### src/rtl/pong_game_ctrl.sv
// pong_game_ctrl: game sequencer for pong (start screen, launch countdown, play, optional pause, game over)
// Ports:
//   clk, reset            pixel clock, synchronous active-high reset
//   frame_tick            one-cycle pulse per frame (start of vsync)
//   btn[1:0]              paddle buttons, any nonzero starts a game from IDLE
//   hit, miss             one-cycle pulses from the graphics block
//   pause_btn             pause toggle level (only with PONG_CTRL_PAUSE_EN)
//   graph_still           freeze motion
//   ball_launch           one-cycle pulse on entering PLAY from LAUNCH
//   score_bcd[7:0]        {tens, ones} BCD score, saturates at 99
//   balls_left[1:0]       balls remaining
//   speed_lvl[1:0]        tens digit saturated at 3
//   game_over             high in OVER
//   text_sel[1:0]         00 none, 01 start, 10 game over, 11 paused
// Optional feature macro: PONG_CTRL_PAUSE_EN
module pong_game_ctrl #(
    parameter int BALLS_INIT    = 3,
    parameter int LAUNCH_FRAMES = 120,
    parameter int OVER_FRAMES   = 180
) (
    input  logic       clk,
    input  logic       reset,
    input  logic       frame_tick,
    input  logic [1:0] btn,
    input  logic       hit,
    input  logic       miss,
`ifdef PONG_CTRL_PAUSE_EN
    input  logic       pause_btn,
`endif
    output logic       graph_still,
    output logic       ball_launch,
    output logic [7:0] score_bcd,
    output logic [1:0] balls_left,
    output logic [1:0] speed_lvl,
    output logic       game_over,
    output logic [1:0] text_sel
);
`ifdef PONG_CTRL_PAUSE_EN
    typedef enum logic [2:0] {IDLE, LAUNCH, PLAY, OVER, PAUSE} state_t;
`else
    typedef enum logic [2:0] {IDLE, LAUNCH, PLAY, OVER} state_t;
`endif
    state_t     state, nxt;
    logic [7:0] timer, nxt_score, score_inc;
    logic       pause_rise, in_pause;
`ifdef PONG_CTRL_PAUSE_EN
    logic pause_q;
    assign pause_rise = pause_btn & ~pause_q;
    assign in_pause   = nxt == PAUSE;
    always_ff @(posedge clk)
        pause_q <= reset ? 1'b0 : pause_btn;
`else
    assign pause_rise = 1'b0;
    assign in_pause   = 1'b0;
`endif
    // BCD increment with saturation at 99
    assign score_inc = score_bcd == 8'h99 ? 8'h99 :
                       score_bcd[3:0] == 4'd9 ? {score_bcd[7:4] + 4'd1, 4'd0} :
                       score_bcd + 8'd1;
    always_comb begin
        nxt       = state;
        nxt_score = score_bcd;
        case (state)
            IDLE: begin
                nxt       = |btn ? LAUNCH : IDLE;
                nxt_score = |btn ? 8'h00 : score_bcd;
            end
            LAUNCH: nxt = frame_tick && timer <= 8'd1 ? PLAY : LAUNCH;
            PLAY: begin
                // miss has priority; a simultaneous hit is dropped
                nxt       = miss ? (balls_left > 2'd1 ? LAUNCH : OVER) : PLAY;
`ifdef PONG_CTRL_PAUSE_EN
                nxt       = !miss && pause_rise ? PAUSE : nxt;
`endif
                nxt_score = !miss && hit ? score_inc : score_bcd;
            end
            OVER: nxt = frame_tick && timer <= 8'd1 ? IDLE : OVER;
`ifdef PONG_CTRL_PAUSE_EN
            PAUSE: nxt = pause_rise ? PLAY : PAUSE;
`endif
            default: nxt = IDLE;
        endcase
    end
    always_ff @(posedge clk) begin
        if (reset) begin
            state       <= IDLE;
            score_bcd   <= 8'h00;
            balls_left  <= 2'(BALLS_INIT);
            timer       <= 8'd0;
            ball_launch <= 1'b0;
            graph_still <= 1'b1;
            game_over   <= 1'b0;
            text_sel    <= 2'b01;
            speed_lvl   <= 2'd0;
        end else begin
            state       <= nxt;
            score_bcd   <= nxt_score;
            speed_lvl   <= nxt_score[7:4] > 4'd3 ? 2'd3 : nxt_score[5:4];
            ball_launch <= state == LAUNCH && nxt == PLAY;
            graph_still <= nxt != PLAY;
            game_over   <= nxt == OVER;
            text_sel    <= {nxt == OVER || in_pause, nxt == IDLE || in_pause};
            case (state)
                IDLE: if (|btn) begin
                    balls_left <= 2'(BALLS_INIT);
                    timer      <= 8'(LAUNCH_FRAMES);
                end
                LAUNCH, OVER: if (frame_tick && timer != 8'd0) timer <= timer - 8'd1;
                PLAY: if (miss) begin
                    balls_left <= balls_left - 2'd1;
                    timer      <= balls_left > 2'd1 ? 8'(LAUNCH_FRAMES) : 8'(OVER_FRAMES);
                end
                default: ;
            endcase
        end
    end
endmodule

### config.mk
export PLATFORM = sky130hd
export DESIGN_NAME = pong_game_ctrl
export DESIGN_NICKNAME = d
export VERILOG_FILES = /design/src/rtl/pong_game_ctrl.sv
export SDC_FILE = /design/constraint.sdc
export NUM_CORES = 1
export LEC_CHECK = 0
export ABC_AREA = 1
export BUFFER_PORTS_ARGS = -buffer_cell sky130_fd_sc_hd__buf_4
export CAP_MARGIN = 0
export CORE_ASPECT_RATIO = 0.6
export CORE_MARGIN = 2
export CORE_UTILIZATION = 30
export CTS_BUF_LIST = sky130_fd_sc_hd__clkbuf_16
export DETAILED_ROUTE_END_ITERATION = 8
export HOLD_SLACK_MARGIN = 0.12
export PLACE_DENSITY = 0.49
export SETUP_SLACK_MARGIN = 0.2
export SKIP_CTS_REPAIR_TIMING = 1
export SLEW_MARGIN = 15
export SYNTH_ARGS = -nofsm -noshare
export SYNTH_HDL_FRONTEND = slang
export SYNTH_SLANG_ARGS = --single-unit
### constraint.sdc
create_clock -name clk -period 4.3 [get_ports clk]
set_input_delay 1.075 -clock clk [delete_from_list [all_inputs] [get_ports clk]]
set_output_delay 1.075 -clock clk [all_outputs]
set_load 0.05 [all_outputs]
==> impl_results.md <==
- Post-Route WL: 3.775 mm
- Netlist cell types: 28
- Worst endpoint required time: 3.22 ns
- Hold Crit Start: timer[5]
- FP Rows: 20
- Die ar.: 5715 µm²
- Most area-consuming cells after synthesis: dfxtp_1 (34%), nand2_1 (13%), inv_1 (6.9%)
- Multi-input gate area: 867.1 µm²
- FMAX: 481.5 MHz
- Vias in the first global route: 1178
- Clock Pin Slew Worst Setup and Hold Paths: 0.06 ns
- Sequential share of power: 42.8%
- Routed wire per std cell: 12.10 µm
- Cell Area, Synth: 1533 µm²
- Combinational power share: 27.0%
- Gr ovfl total: 0
- R2R setup slack: 2.53 ns
- Cell Pwr Density: 357.7 nW/µm²
- Max stage delay on crit path: 0.49 ns
- Top delay family on crit path: flip-flops
- Root Buffer: clkbuf_16
- Flops & latches, synth: 26
- I/O pin count: 24
- Hold crit path type: reg2reg
- Dpl cell area: 1769 µm²
- Critical path arrival: 1.00 ns
- Finished layout cell area: 1844 µm²
- CP cell instances: buf_4
- Initial antenna violation count: 0
- Internal power: 443.5 µW
- RSZ-0062 raised after global routing: no
- Worst-Skew Late Latency: 0.26 ns
- CP max FO: 7
- CP bufs+invs: 1
- Register area share after synthesis: 33.96%
- CP Capture Type: primary output
- # DRC: 0
- Clock tree buffer depth: 2
- Remaining antenna violation count after routing: 0
- Die X-Extent: 96.28 µm
- Height of the chip: 59.37 µm
- Outcome: finished clean
- Critical path depth in cells: 1
- Post-synth top flop: dfxtp_1
- Final Hold Fails: 0
- N_diodes: 0
- WHS: 0.4806 ns
- Total CTS buffers: 3
- CP Class: reg2out
- Total of max-cap violations: 0
- Area Growth Syn to Fin: 20.33%
- Static leakage: 0.0009186 µW
- YS warnings: 0
- Final Skew: 0.006304 ns
- Min Tclk post-route: 2.077 ns
- Mapped Cells: 223
- Setup WS pre-CTS: 2.169 ns
- Slew headroom: 62.24%
- Synth top area share: 33.96%
- Initial DRC count: 123
- Detail Placement HPWL: 2.960 mm
- Total net switching power: 216.2 µW
- Largest net degree at the start of global routing: 14
- Clk sink count: 26
- Syn_nets: 237
- Final slew viol count: 0
- Fraction of layout cells with a size suffix above 1: 19.11%
- Reg area: 520.5 µm²
- Tot GR Track Use: 14.03%
- Finish-stage setup viols: 0
- Nets: 262
- FF-to-FF path depth: 10
- Gpl congestion: 0.7829
- CP Launch Type: register
- Hold EP: timer[5]
- Setup TNS: 0 ns
- Reg2reg start: timer[0]
- Synth area leader: dfxtp_1
- TritonCTS clock tree: yes
- Worst-Margin Slew: 0.5656 ns
- EDFF count, synth: 0
- Final setup margin: 2.223 ns
- Worst hold path depth: 2
- Worst path slowest cell: dfxtp_1
- H-tree depth: 1
- Via-to-Cell Ratio: 4.516
- Crit share post-route: 48.30%
- Initial core utilization: 30.78%
- Post-synth top cells: nand2_1 (53), inv_1 (28), dfxtp_1 (26), nor2_1 (23), nand3_1 (20)
- Sw Ratio: 32.77%
- CORE AREA: 4980 µm²
- Peak supply drop: 0.1494 mV
- Async SR Flop Fraction: 0%
- RR Endpoint: timer[2]
- Syn_area_per_cell: 6.873 µm²
- Port bufs: 23
- Clock power share: 30.2%
- Most numerous cell in the Yosys netlist: nand2_1
- First-pass GRT wire length: 6.078 mm
- Drt pass-1 iters: 4
- Fillcell total: 538
- Routed vias: 1409
## worst reg2reg max path: stages (launching register included)
cell	delay, ns
dfxtp_1	0.37
inv_1	0.12
ha_1	0.26
nand2_1	0.15
inv_1	0.07
nand2_1	0.08
nand3_2	0.09
a21oi_2	0.24
nand2_1	0.13
nor2_1	0.11
nor2_1	0.05
## layout make-up
cell class                 instances  area share [%]
timing repair buffer              23           9.362
sequential                        26           28.22
clock buffer                       3           4.071
inverter                          33           6.852
tap                               66           4.478
multi-input combinational        161           47.01
## metrics by stage
step / instances / utilization (%) / power [µW]
after floorplan: 223 / - / 420.3
after global placement: 309 / 35.53 / 467.7
after detailed placement: 309 / 35.53 / 465.4
after CTS: 312 / 37.04 / 667.1
after global routing: 312 / 37.04 / 703.9
final: 312 / 37.04 / 659.8
## power groups by stage
stage	sequential [µW]	combinational, µW	clock (µW)
floorplan	295	125	0
global placement	287	180	0
detailed placement	287	178	0
CTS	282	178	207
global route	286	202	216
finish	282	178	199
## worst max path at each step
stage,endpoint,start,slack [ns]
6_report,score_bcd[4],score_bcd[4],2.22
5_1_grt,score_bcd[4],score_bcd[4],2.19
4_1_cts,score_bcd[4],score_bcd[4],2.22
3_5_place_dp,speed_lvl[0],miss,2.17
3_3_place_gp,speed_lvl[0],miss,2.14
2_1_floorplan,text_sel[1],game_over,2.33
## registers in the layout (all words and copies together) (netlist names)
signal / flops
text_sel: 1
score_bcd: 8
timer: 8
speed_lvl: 2
ball_launch: 1
balls_left: 2
graph_still: 1
game_over: 1
state: 2
## layer usage
layer	share of wire, %	track usage (%)	up-vias
met5	0	0	-
met4	0.72	2.449	0
met3	6.3	3.435	2
met2	34	16.07	34
met1	59	24.49	602
li1	-	-	771
## cell families after synthesis
group	share of synthesized area [%]
adders and majority gates	5.714
buffers and inverters	9.469
DFF	33.96
and+or+nand+nor	36.98
AOI/OAI and AO/OA	13.88
## cells in the final DEF, fill, tap and decap left out
cell	count
nor2_8	1
o21ai_1	2
a21oi_4	1
inv_1	28
nand3_1	20
a21oi_1	14
a31oi_1	1
nand3_2	2
inv_2	3
nand2_4	3
dfxtp_1	26
a211o_1	1
nor2_4	1
nand4_1	7
nor3_1	3
o211a_1	1
nand2_2	5
nor2_2	1
ha_1	7
clkbuf_16	3
nor2_1	23
clkinv_1	1
nand2_1	53
buf_4	23
o211ai_1	2
inv_4	1
a21oi_2	3
o21ai_0	10
(Power assumes the default switching activity.)
